<file path="src/rtl/systolic_pkg.sv">
// Shared constants, default coefficient set and output saturation for the
// systolic FIR core.
package systolic_pkg;

    localparam int N      = 8;
    localparam int DATA_W = 16;
    localparam int COEF_W = 16;
    localparam int PROD_W = 32;
    localparam int ACC_W  = 35;
    localparam int FRAC_W = 14;

    // Q1.14 taps c7..c0 (c0 in the low 16 bits); they sum to 16400, just over unity.
    localparam logic [N*COEF_W-1:0] CHEBY_COEF = {
        16'd300, 16'd1300, 16'd2900, 16'd3800,
        16'd3900, 16'd2900, 16'd1100, 16'd200
    };

    localparam logic signed [ACC_W-1:0] SAT_MAX = 35'sd32767;
    localparam logic signed [ACC_W-1:0] SAT_MIN = -35'sd32768;

    function automatic logic signed [DATA_W-1:0] sat16(input logic signed [ACC_W-1:0] v);
        if (v > SAT_MAX)
            return 16'sh7fff;
        else if (v < SAT_MIN)
            return 16'sh8000;
        else
            return v[DATA_W-1:0];
    endfunction

endpackage

</file>
<file path="src/rtl/systolic_pe.sv">
// One systolic cell: multiplies its coefficient by its tap sample and adds the
// product to the partial sum arriving from the previous cell.
module systolic_pe
    import systolic_pkg::*;
#(
    parameter logic signed [COEF_W-1:0] COEF = '0
) (
    input  logic                     clk,
    input  logic                     rst,
    input  logic signed [DATA_W-1:0] x,
    input  logic signed [ACC_W-1:0]  psum_in,
    output logic signed [ACC_W-1:0]  psum_out
);

    logic signed [PROD_W-1:0] prod;
    logic signed [ACC_W-1:0]  prod_ext;

    assign prod     = x * COEF;
    assign prod_ext = {{(ACC_W-PROD_W){prod[PROD_W-1]}}, prod};

    always_ff @(posedge clk) begin
        if (rst)
            psum_out <= '0;
        else
            psum_out <= psum_in + prod_ext;
    end

endmodule

</file>
<file path="src/rtl/systolic_wrapper.sv">
// Sample-strobe wrapper around an N-cell systolic FIR array: delay line,
// busy counter, result register and registered output.
module systolic_wrapper #(
    parameter int                                    N    = systolic_pkg::N,
    parameter logic [N*systolic_pkg::COEF_W-1:0]     COEF = systolic_pkg::CHEBY_COEF
) (
    input  logic signed [systolic_pkg::DATA_W-1:0] xin,
    output logic signed [systolic_pkg::DATA_W-1:0] yout,
    input  logic                                   clk30x,
    input  logic                                   donext,
    input  logic                                   rst
);

    import systolic_pkg::*;

    localparam int CNT_W = $clog2(N + 2);

    logic signed [DATA_W-1:0] dly [N];
    logic signed [ACC_W-1:0]  psum [N+1];
    logic signed [DATA_W-1:0] result_p;
    logic        [CNT_W-1:0]  busy_cnt;
    logic                     accept;

    assign psum[0] = '0;
    assign accept  = donext && (busy_cnt == '0);

    // The chain runs freely; the delay line only moves on accepted strobes, so
    // cell k holds the right partial sum k+1 cycles after the strobe.
    for (genvar k = 0; k < N; k++) begin : g_pe
        systolic_pe #(
            .COEF (COEF[k*COEF_W +: COEF_W])
        ) u_pe (
            .clk      (clk30x),
            .rst      (rst),
            .x        (dly[k]),
            .psum_in  (psum[k]),
            .psum_out (psum[k+1])
        );
    end

    always_ff @(posedge clk30x) begin
        if (rst) begin
            busy_cnt <= '0;
            result_p <= '0;
            yout     <= '0;
            for (int i = 0; i < N; i++)
                dly[i] <= '0;
        end else if (accept) begin
            yout     <= result_p;
            busy_cnt <= CNT_W'(N + 1);
            dly[0]   <= xin;
            for (int i = 1; i < N; i++)
                dly[i] <= dly[i-1];
        end else if (busy_cnt != '0) begin
            busy_cnt <= busy_cnt - 1'b1;
            // Last busy cycle: the final cell's sum has settled.
            if (busy_cnt == CNT_W'(1))
                result_p <= sat16(psum[N] >>> FRAC_W);
        end
    end

endmodule

</file>
<file path="config.mk">
export PLATFORM = sky130hd
export DESIGN_NAME = systolic_wrapper
export DESIGN_NICKNAME = d
export VERILOG_FILES = /design/src/rtl/systolic_pkg.sv /design/src/rtl/systolic_pe.sv /design/src/rtl/systolic_wrapper.sv
export SDC_FILE = /design/constraint.sdc
export NUM_CORES = 2
export LEC_CHECK = 0
export ABC_AREA = 0
export ABC_CLOCK_PERIOD_IN_PS = 11800
export CORE_MARGIN = 4
export CORE_UTILIZATION = 43
export CTS_CLUSTER_DIAMETER = 150
export CTS_CLUSTER_SIZE = 10
export DETAILED_ROUTE_END_ITERATION = 12
export HOLD_SLACK_MARGIN = 0.1
export PLACE_DENSITY = 0.69
export SLEW_MARGIN = 30
export SYNTH_ARGS = -nofsm -noshare
export SYNTH_HDL_FRONTEND = slang
export SYNTH_SLANG_ARGS = --single-unit
</file>
<file path="constraint.sdc">
create_clock -name clk30x -period 11.8 [get_ports clk30x]
set_input_delay 2.36 -clock clk30x [delete_from_list [all_inputs] [get_ports clk30x]]
set_output_delay 2.36 -clock clk30x [all_outputs]
set_load 0.02 [all_outputs]
</file>
==> reports/results.tsv <==
stage	metric	value	unit
critical_path	Critical Path Fanout Max	7	
routing	Avg WL per Cell	15.0	um
critical_path	r2r setup slk	4.33	ns
routing	DRC viols	0	
sta	Max-slew headroom	39.6	%
floorplanning	die area	111000	um2
yosys	Post-Syn Area	45500	um2
critical_path	largest stage delay on the critical path	0.80	ns
clocking	H-tree levels	2	
floorplanning	initial core utilization	43.3	%
clocking	number of CTS-inserted buffers	45	
yosys	Yosys cell types	90	
critical_path	Crit path arrival time	7.94	ns
clocking	clock sink count	399	
routing	Routed Wire Length	97.3	mm
critical_path	CP max stage cell	a2111oi_0	
sta	Max Clock Freq	134	MHz
critical_path	Worst Setup Start Kind	flip-flop	
routing	Initial DRT Pass Iterations	5	
job	max-cap violation count	0	
routing	via-per-instance ratio	5.06	
yosys	Most used DFF post-synth	dfxtp_1	
cells_and_area	Area Growth Syn to Fin	7.20	%
sta	min cycle time layout	7.47	ns
clocking	clock buffer depth	3	
critical_path	critical path buffer and inverter count	4	
sta	Final Hold Fails	0	
sta	Setup TNS	0	ns
global_routing	GR Util All Layers	17.7	%
cells_and_area	share of post-route cells with drive strength above 1	2.57	%
sta	clock skew	0.0481	ns
routing	DR iter-0 viols	1413	
global_routing	vias in the first global route	34200	
clocking	post-CTS sizing	0	
yosys	Synth Instances	5042	
floorplanning	Cell Rows	119	
sta	Final period util	63.3	%
clocking	Post-CTS Repair Setup Buffers	0	
cells_and_area	nets	6272	
yosys	number of synthesized register bits	399	
sta	RSZ-0062 raised after global routing	no	
critical_path	CP endpoint kind	flip-flop	
sta	max-slew violation count	0	
global_routing	total gr overflow	0	
global_routing	initial antenna violation count	0	
clocking	CTS Hold Buffers Added	0	
yosys	syn avg cell area	9.02	um2
yosys	async set-reset flop share out of synthesis	0	%
routing	antenna-violating nets left	0	
worst_hold_path	HP Class	reg -> reg	
floorplanning	Core ar.	105000	um2
yosys	Mapped Nets	6252	
clocking	CTS tree	done	
critical_path	Largest delay share family, worst path	adder cells	
yosys	number of synthesized flops with an enable pin	128	
critical_path	critical path class	reg -> reg	
clocking	Root Buffer	clkbuf_16	
critical_path	CP required	12.27	ns
status	outcome	finished, final reports clean	
floorplanning	Die W	333	um
global_routing	first-pass GRT wire length	165	mm
yosys	Yosys warnings	0	
placed_design	Port Buffers	34	
clocking	Clk Latency, worst-skew pair	0.64	ns
clocking	Clock transition at path regs	0.06	ns
placed_design	Routability Congestion	0.890	
routing	Vias	32800	
global_routing	largest net degree at the start of global routing	78	
floorplanning	Die Y	333	um
floorplanning	IO Pins	35	
cells_and_area	# diodes	0	
sta	Setup violations, final	0	
yosys	sequential area share after synthesis	20.4	%
sta	Worst-Margin Slew	0.883	ns
placed_design	dpl hpwl	79.7	mm
## final timing paths
check,start,to,depth (start not counted)
worst min-delay path,result_p[12]$_SDFFE_PP0P_,yout[12]$_SDFFE_PP0P_,2
worst max register to register,dly[1][22]$_SDFFCE_PN0P_,g_pe[5].u_pe.psum_out[32]$_SDFF_PP0_,28
worst max-delay path,dly[1][22]$_SDFFCE_PN0P_,g_pe[5].u_pe.psum_out[32]$_SDFF_PP0_,28
worst min register to register,result_p[12]$_SDFFE_PP0P_,yout[12]$_SDFFE_PP0P_,2
## cell usage in the layout (no fill, tap or decap), types with 33 or more instances in the layout
cell / instances
nand3_1: 60
xnor2_1: 211
nand2b_1: 43
clkdlybuf4s50_1: 33
dfxtp_1: 271
nor3_1: 126
o21ai_0: 105
nor2b_1: 97
a21o_1: 183
edfxtp_1: 128
fa_1: 380
o21bai_1: 46
nand2_1: 173
ha_1: 811
and3_1: 35
clkbuf_16: 45
inv_1: 1044
nor2_1: 391
o21a_1: 38
and2_1: 67
xor2_1: 149
a21oi_1: 294
## per-layer routing
layer,global-route usage [%],up-vias,routed length [um]
li1,-,16600,-
met1,21.2,15700,41500
met2,33.7,406,50500
met3,1.84,158,2740
met4,4.38,0,2530
met5,0,-,0
## cell families (layout without fill, tap and decap cells)
logic type | Yosys count | after routing | share of synthesized area [%]
adders and majority gates | 1191 | 1191 | 39.0
AOI/OAI and AO/OA | 878 | 878 | 12.8
muxes | 5 | 5 | 0.113
xor gates and xnor gates | 361 | 361 | 6.95
DFF | 399 | 399 | 20.4
and+or+nand+nor | 1089 | 1089 | 11.5
buffers and inverters | 1119 | 1167 | 9.24
## worst register-to-register path: cells and delay by family, from the launching register on
family                   cells  cell delay (ns)
adder cells (fa/ha/maj)      7             3.13
flip-flops                   1             0.52
AO/OA/AOI/OAI                9             2.28
XOR/XNOR                     2             0.23
buffers and inverters        4             0.19
AND/OR/NAND/NOR              6             0.97
## cell type report
type	instances	area, um2
Fill cell	10000	56400
Multi-Input combinational cell	3524	32100
Sequential cell	399	9270
Inverter	1044	3920
Tap cell	1391	1740
Clock buffer	72	1230
Timing Repair Buffer	48	494
Clock inverter	3	58.8
## registers in the layout (all words and copies together) (netlist names)
name	flops
dly	128
busy_cnt	4
result_p	16
g_pe.u_pe.psum_out	235
yout	16
## synth_stat cells, types with 8 or more instances
library cell | count | share of area, %
nand3_1 | 61 | 0.67
nand4_1 | 23 | 0.32
clkbuf_1 | 71 | 0.59
or3_1 | 22 | 0.30
a211oi_1 | 28 | 0.46
nand2b_1 | 44 | 0.61
fa_1 | 380 | 17
nor2b_1 | 97 | 1.3
o21bai_1 | 46 | 0.76
o21ai_1 | 16 | 0.18
and3_1 | 36 | 0.50
nor2_1 | 392 | 3.2
nand2_1 | 173 | 1.4
ha_1 | 811 | 22
and2_1 | 67 | 0.92
inv_1 | 1044 | 8.6
a21oi_1 | 294 | 3.2
o211ai_1 | 14 | 0.23
o21ai_0 | 105 | 1.2
edfxtp_1 | 128 | 8.4
a31oi_1 | 28 | 0.39
xnor2_1 | 212 | 4.1
xor2_1 | 149 | 2.9
o21a_1 | 38 | 0.63
a31o_2 | 8 | 0.15
nor3_1 | 126 | 1.4
dfxtp_1 | 271 | 12
or2_2 | 16 | 0.22
a21o_1 | 183 | 3.0
o31ai_1 | 10 | 0.17
## through the flow
stage	util (%)	instances	area, um2	hold WS (ns)	setup slack, ns
6_report	46.4	6481	48800	0.457	4.33
3_3_place_gp	45.1	6404	47400	0.447	4.49
2_1_floorplan	-	5042	45500	0.414	5.13
5_1_grt	46.4	6481	48800	0.475	3.79
3_5_place_dp	45.1	6406	47500	0.447	4.32
4_1_cts	46.4	6481	48700	0.459	4.25
Power is left out: the tool's default activity adds up to more than one toggle a clock period on the data nets, which glitch-free logic cannot reach.
